===== config.mk =====
export PLATFORM = sky130hd
export DESIGN_NAME = cache_fill_ctrl
export DESIGN_NICKNAME = d
export VERILOG_FILES = /design/src/rtl/cache_fill_ctrl.sv
export SDC_FILE = /design/constraint.sdc
export NUM_CORES = 1
export LEC_CHECK = 0
export ABC_CLOCK_PERIOD_IN_PS = 1950
export CAP_MARGIN = 20
export CORE_AREA = 2 2 40 42
export CTS_BUF_LIST = sky130_fd_sc_hd__clkbuf_16
export DETAILED_ROUTE_END_ITERATION = 6
export DIE_AREA = 0 0 42 44
export PLACE_DENSITY = 0.8
export SYNTH_ARGS = -nofsm -noshare
export SYNTH_HDL_FRONTEND = slang
export SYNTH_SLANG_ARGS = --single-unit

===== constraint.sdc =====
create_clock -name clk -period 1.95 [get_ports clk]
set_input_delay 0.39 -clock clk [delete_from_list [all_inputs] [get_ports clk]]
set_output_delay 0.39 -clock clk [all_outputs]
set_load 0.02 [all_outputs]

===== src/rtl/cache_fill_ctrl.sv =====
// Miss-handling sequencer: latches the victim way, writes it back if dirty,
// fetches the new line beat by beat, then commits valid/LRU updates.
module cache_fill_ctrl #(
    parameter int NUMWAYS      = 4,
    parameter int BEATSPERLINE = 4
) (
    input  logic                              clk,
    input  logic                              reset,
    input  logic                              Miss,
    input  logic                              FlushStage,
    input  logic                              InvalidateCache,
    input  logic [NUMWAYS-1:0]                VictimWay,
    input  logic                              VictimDirty,
    input  logic                              BusAck,
    output logic                              BusReq,
    output logic                              BusWrite,
    output logic [$clog2(BEATSPERLINE)-1:0]   BeatCount,
    output logic [NUMWAYS-1:0]                FillWay,
    output logic                              FillWordEn,
    output logic                              ClearValid,
    output logic                              SetValid,
    output logic                              LRUWriteEn,
    output logic                              Stall
);

    // state     | meaning
    // IDLE      | no miss in flight, pipeline runs
    // WRITEBACK | streaming dirty victim line out to the bus
    // FETCH     | streaming the new line in from the bus
    // COMMIT    | one cycle: mark line valid, update replacement state

    localparam int BEATLEN = $clog2(BEATSPERLINE);
    localparam logic [BEATLEN-1:0] LAST_BEAT = BEATLEN'(BEATSPERLINE - 1);
    localparam logic [BEATLEN-1:0] BEAT_ONE  = BEATLEN'(1);

    typedef enum logic [1:0] {
        IDLE      = 2'd0,
        WRITEBACK = 2'd1,
        FETCH     = 2'd2,
        COMMIT    = 2'd3
    } state_t;

    state_t               state_q, state_d;
    logic [BEATLEN-1:0]   beat_q, beat_d;
    logic [NUMWAYS-1:0]   fill_way_q, fill_way_d;
    logic                 inv_pend_q, inv_pend_d;
    logic                 first_fetch_q, first_fetch_d;

    logic launch;
    logic last_beat;

    assign launch    = Miss & ~FlushStage & ~InvalidateCache;
    assign last_beat = (beat_q == LAST_BEAT);

    always_ff @(posedge clk or negedge reset) begin
        if (!reset) begin
            state_q       <= IDLE;
            beat_q        <= '0;
            fill_way_q    <= '0;
            inv_pend_q    <= 1'b0;
            first_fetch_q <= 1'b0;
        end else begin
            state_q       <= state_d;
            beat_q        <= beat_d;
            fill_way_q    <= fill_way_d;
            inv_pend_q    <= inv_pend_d;
            first_fetch_q <= first_fetch_d;
        end
    end

    always_comb begin
        state_d       = state_q;
        beat_d        = beat_q;
        fill_way_d    = fill_way_q;
        inv_pend_d    = inv_pend_q;
        first_fetch_d = 1'b0;
        case (state_q)
            IDLE: begin
                inv_pend_d = 1'b0;
                if (launch) begin
                    fill_way_d = VictimWay;
                    beat_d     = '0;
                    if (VictimDirty) begin
                        state_d = WRITEBACK;
                    end else begin
                        state_d       = FETCH;
                        first_fetch_d = 1'b1;
                    end
                end
            end
            WRITEBACK: begin
                inv_pend_d = inv_pend_q | InvalidateCache;
                if (BusAck) begin
                    if (last_beat) begin
                        beat_d        = '0;
                        state_d       = FETCH;
                        first_fetch_d = 1'b1;
                    end else begin
                        beat_d = beat_q + BEAT_ONE;
                    end
                end
            end
            FETCH: begin
                // An invalidate racing the last beat must still suppress the commit.
                inv_pend_d = inv_pend_q | InvalidateCache;
                if (BusAck) begin
                    if (last_beat) begin
                        beat_d  = '0;
                        state_d = COMMIT;
                    end else begin
                        beat_d = beat_q + BEAT_ONE;
                    end
                end
            end
            COMMIT: begin
                state_d    = IDLE;
                inv_pend_d = 1'b0;
            end
            default: begin
                state_d    = IDLE;
                inv_pend_d = 1'b0;
            end
        endcase
    end

    always_comb begin
        BusReq     = 1'b0;
        BusWrite   = 1'b0;
        FillWordEn = 1'b0;
        SetValid   = 1'b0;
        LRUWriteEn = 1'b0;
        Stall      = 1'b1;
        BeatCount  = beat_q;
        FillWay    = fill_way_q;
        ClearValid = first_fetch_q;
        case (state_q)
            IDLE: begin
                Stall = 1'b0;
            end
            WRITEBACK: begin
                BusReq   = 1'b1;
                BusWrite = 1'b1;
            end
            FETCH: begin
                BusReq     = 1'b1;
                FillWordEn = BusAck;
            end
            COMMIT: begin
                SetValid   = ~inv_pend_q;
                LRUWriteEn = ~inv_pend_q & ~FlushStage;
            end
            default: begin
                Stall = 1'b0;
            end
        endcase
    end

endmodule


==> results.md <==
* Worst Setup EP: LRUWriteEn
* Final Skew at about 0.002 ns
* Via count at 501
* Routability cong. at 0.7159
* Post CTS Setup Buffer Count at 0
* Largest net degree at the start of global routing at 11
* Post-route setup slack at 0.1131 ns
* Worst Setup SP: state_q[0]$_DFFE_PN0P_
* Share of layout cells above drive strength 1 at 17.28%
* Flop2flop setup slack at 0.49 ns
* Mapped Area at 578.1 um^2
* CTS max path bufs at 2
* Tcrit/Tclk final at between 90% and 100%
* Antenna cells at 0
* First-pass GRT wire length at 2221 um
* Crit Path Max Fanout at 3
* Worst Setup Path Type: reg2out
* Final Setup Violations at 0
* Antenna-violating nets left at 0
* Mapped Cells at 49
* Hold_buf cts at 0
* Power, Total at approximately 1.7 mW
* Clk root buf: clkbuf_16
* Clock-pin slew on the worst setup and hold paths at 0.04 ns
* Synth top area cells: dfrtp_1, ha_1, mux2_4
* Io pins at 24
* PwrDens at between 1500 and 2000 nW/um^2
* Synth unique cells at 21
* Hold Violations, Final at 0
* Synth Flop Type: dfrtp_1
* Starting Density at between 40% and 50%
* FF-to-FF Start: state_q[1]$_DFFE_PN0P_
* Number of synthesized flops with an enable pin at 0
* Critical Path Start Type: register
* Vias per Instance at a little over 5
* Drt first-iter violations at 11
* Initial antenna violation count at 0
* Synthesized area per cell at roughly 12 um^2
* Drt pass-1 iters at 4
* Endpoint class of the critical path: output pin
* CP Data Arrival Time at 1.45 ns
* Count leader, synth: dfrtp_1
* Yosys top cell area share at between 40% and 50%
* Nets at 99
* DRC at 0
* Area Overhead vs Synth at 62.77%
* Overall Global Routing Usage at ~17%
* Post-placement cell count at 93
* # H-tree levels at 1
* Reg2reg path depth at 5
* Asr flop ratio synth at between 90% and 100%
* Synth Register Bits at 10
* Synth cell count leaders: dfrtp_1, ha_1, mux2_4, nand3_1
* Max capacitance violation total at 0
* GR Overflow Total at 0
* Die area at 1848 um^2
* Yosys top cell by area: dfrtp_1
* Die H at 44 um
* Worst min-delay path category: in2async
* Fillers at approximately 120
* WL final at ~1400 um
* Sequential area share after synthesis at between 40% and 50%
* Post-synth net total at 66
* Wirelength per Cell at 14.06 um
* Clk_lat worst skew at 0.24 ns
* IO buf count at 23
* Chip Width at 42 um
* Post-route insts no fill at a little under 100
* Fin Hold WS at 0.4801 ns
* Rows at 14
* Status: complete, no violations
* CP required at 1.56 ns
* CTS tree: done
* Maximum clock rate at 544.4 MHz
* RSZ-0062 raised after global routing: no
* Min Tclk post-route at 1.837 ns
* Max_slew headroom at 68.41%
* CTS Sinks at 10
* Number of global-route vias before repair at 507
* Reg2Reg Capture Point: FillWay[2]$_DFFE_PN0P_
* Worst-Margin Slew at 0.4723 ns
* YS warnings at 0
* Lkg Pwr at 0.4644 nW
* Core box area at 1419 um^2
* Worst slack, placed at -0.04295 ns
* Worst vdd ir at between 0.0009 and 0.001 V
* Max Slew Vio Count at 0
* CTS Buf Count at 3
* Core Util, Final at 66.31%
* HPWL Detailed at approximately 980 um
==> critical path, cell delays in order (launching register included) <==
cell	delay [ns]
dfrtp_1	0.39
ha_1	0.20
nor2b_1	0.13
and2b_2	0.18
dlygate4sd2_1	0.31
==> cells by family (layout without fill, tap and decap cells) <==
group / Yosys count / count (layout) / share of synthesized area [%]
multiplexers: 7 / 7 / 15.59
AND/OR/NAND/NOR: 14 / 14 / 14.72
AO/OA/AOI/OAI: 8 / 8 / 10.17
adder cells (fa/ha/maj): 6 / 6 / 12.99
buffers and inverters: 4 / 36 / 3.247
flip-flops: 10 / 10 / 43.29
==> stage by stage <==
stage	instance area, um^2	setup TNS (ns)
final	940.9	0
after global routing	940.9	0
after floorplan	578.1	0
after CTS	938.4	0
after global placement	865.8	-0.03992
after detailed placement	865.8	-0.05264
==> worst min path at each step <==
stage,start,cells after the start,endpoint
global route,inv_pend_q$_DFF_PN0_,1,inv_pend_q$_DFF_PN0_
detailed placement,inv_pend_q$_DFF_PN0_,1,inv_pend_q$_DFF_PN0_
CTS,reset,1,BeatCount[1]$_DFFE_PN0P_
global placement,inv_pend_q$_DFF_PN0_,1,inv_pend_q$_DFF_PN0_
finish,reset,1,FillWay[3]$_DFFE_PN0P_
floorplan,reset,0,BeatCount[0]$_DFFE_PN0P_
==> per-layer routing <==
metal  up-vias  wire length (um)  track usage [%]
met4         0                 9            5.806
met2        18               614            26.88
met1       239               643            18.96
met3         2                96            8.750
met5         -                 0                0
li1        242                 -                -
==> power by group <==
| part | internal (mW) | total, mW | switching (mW) |
|---|---|---|---|
| clock network | 0.270 | 0.373 | 0.103 |
| logic | 0.455 | 0.915 | 0.460 |
| registers | 0.307 | 0.376 | 0.0682 |
==> flip-flops by register name (all words and copies together), names as in the netlist <==
register,count
FillWay,4
inv_pend_q,1
ClearValid,1
BeatCount,2
state_q,2
==> cell usage in the layout (no fill, tap or decap) <==
cell             netlist  routed
mux2_4                 4       4
nand2_1                2       2
dlygate4sd2_1          0       5
nor2_1                 1       1
o2111ai_1              2       2
nand3_1                4       4
clkinv_1               0       1
nand3b_1               1       1
o21a_1                 2       2
buf_4                  1       6
clkbuf_16              0       3
and2b_2                1       1
clkdlybuf4s50_1        0      17
nand2b_1               1       1
o21ai_0                2       2
o211ai_1               1       1
ha_1                   6       6
dfrtp_1               10      10
mux2i_1                3       3
and2_1                 1       1
nand4bb_1              1       1
nor3b_1                1       1
o2bb2ai_1              1       1
dlymetal6s2s_1         0       1
inv_1                  3       3
nor2b_1                1       1
==> area by class of cell <==
cell class / instances / area, um^2 / share of cell area, %
repair buffers: 29 / 271.5 / 28.86
flip-flops and latches: 10 / 250.2 / 26.60
well taps: 16 / 20.02 / 2.128
multi-input cells: 35 / 309.0 / 32.85
clock inverters: 1 / 3.754 / 0.3989
clock buffers: 3 / 75.07 / 7.979
inverters: 3 / 11.26 / 1.197
==> repair_timing <==
| item | in CTS | in global routing |
|---|---|---|
| pin swaps | 0 | 0 |
| endpoints found under the setup margin | 5 | 1 |
| gates resized for setup | 5 | 1 |
No activity file was read; power rests on OpenSTA's default activity.
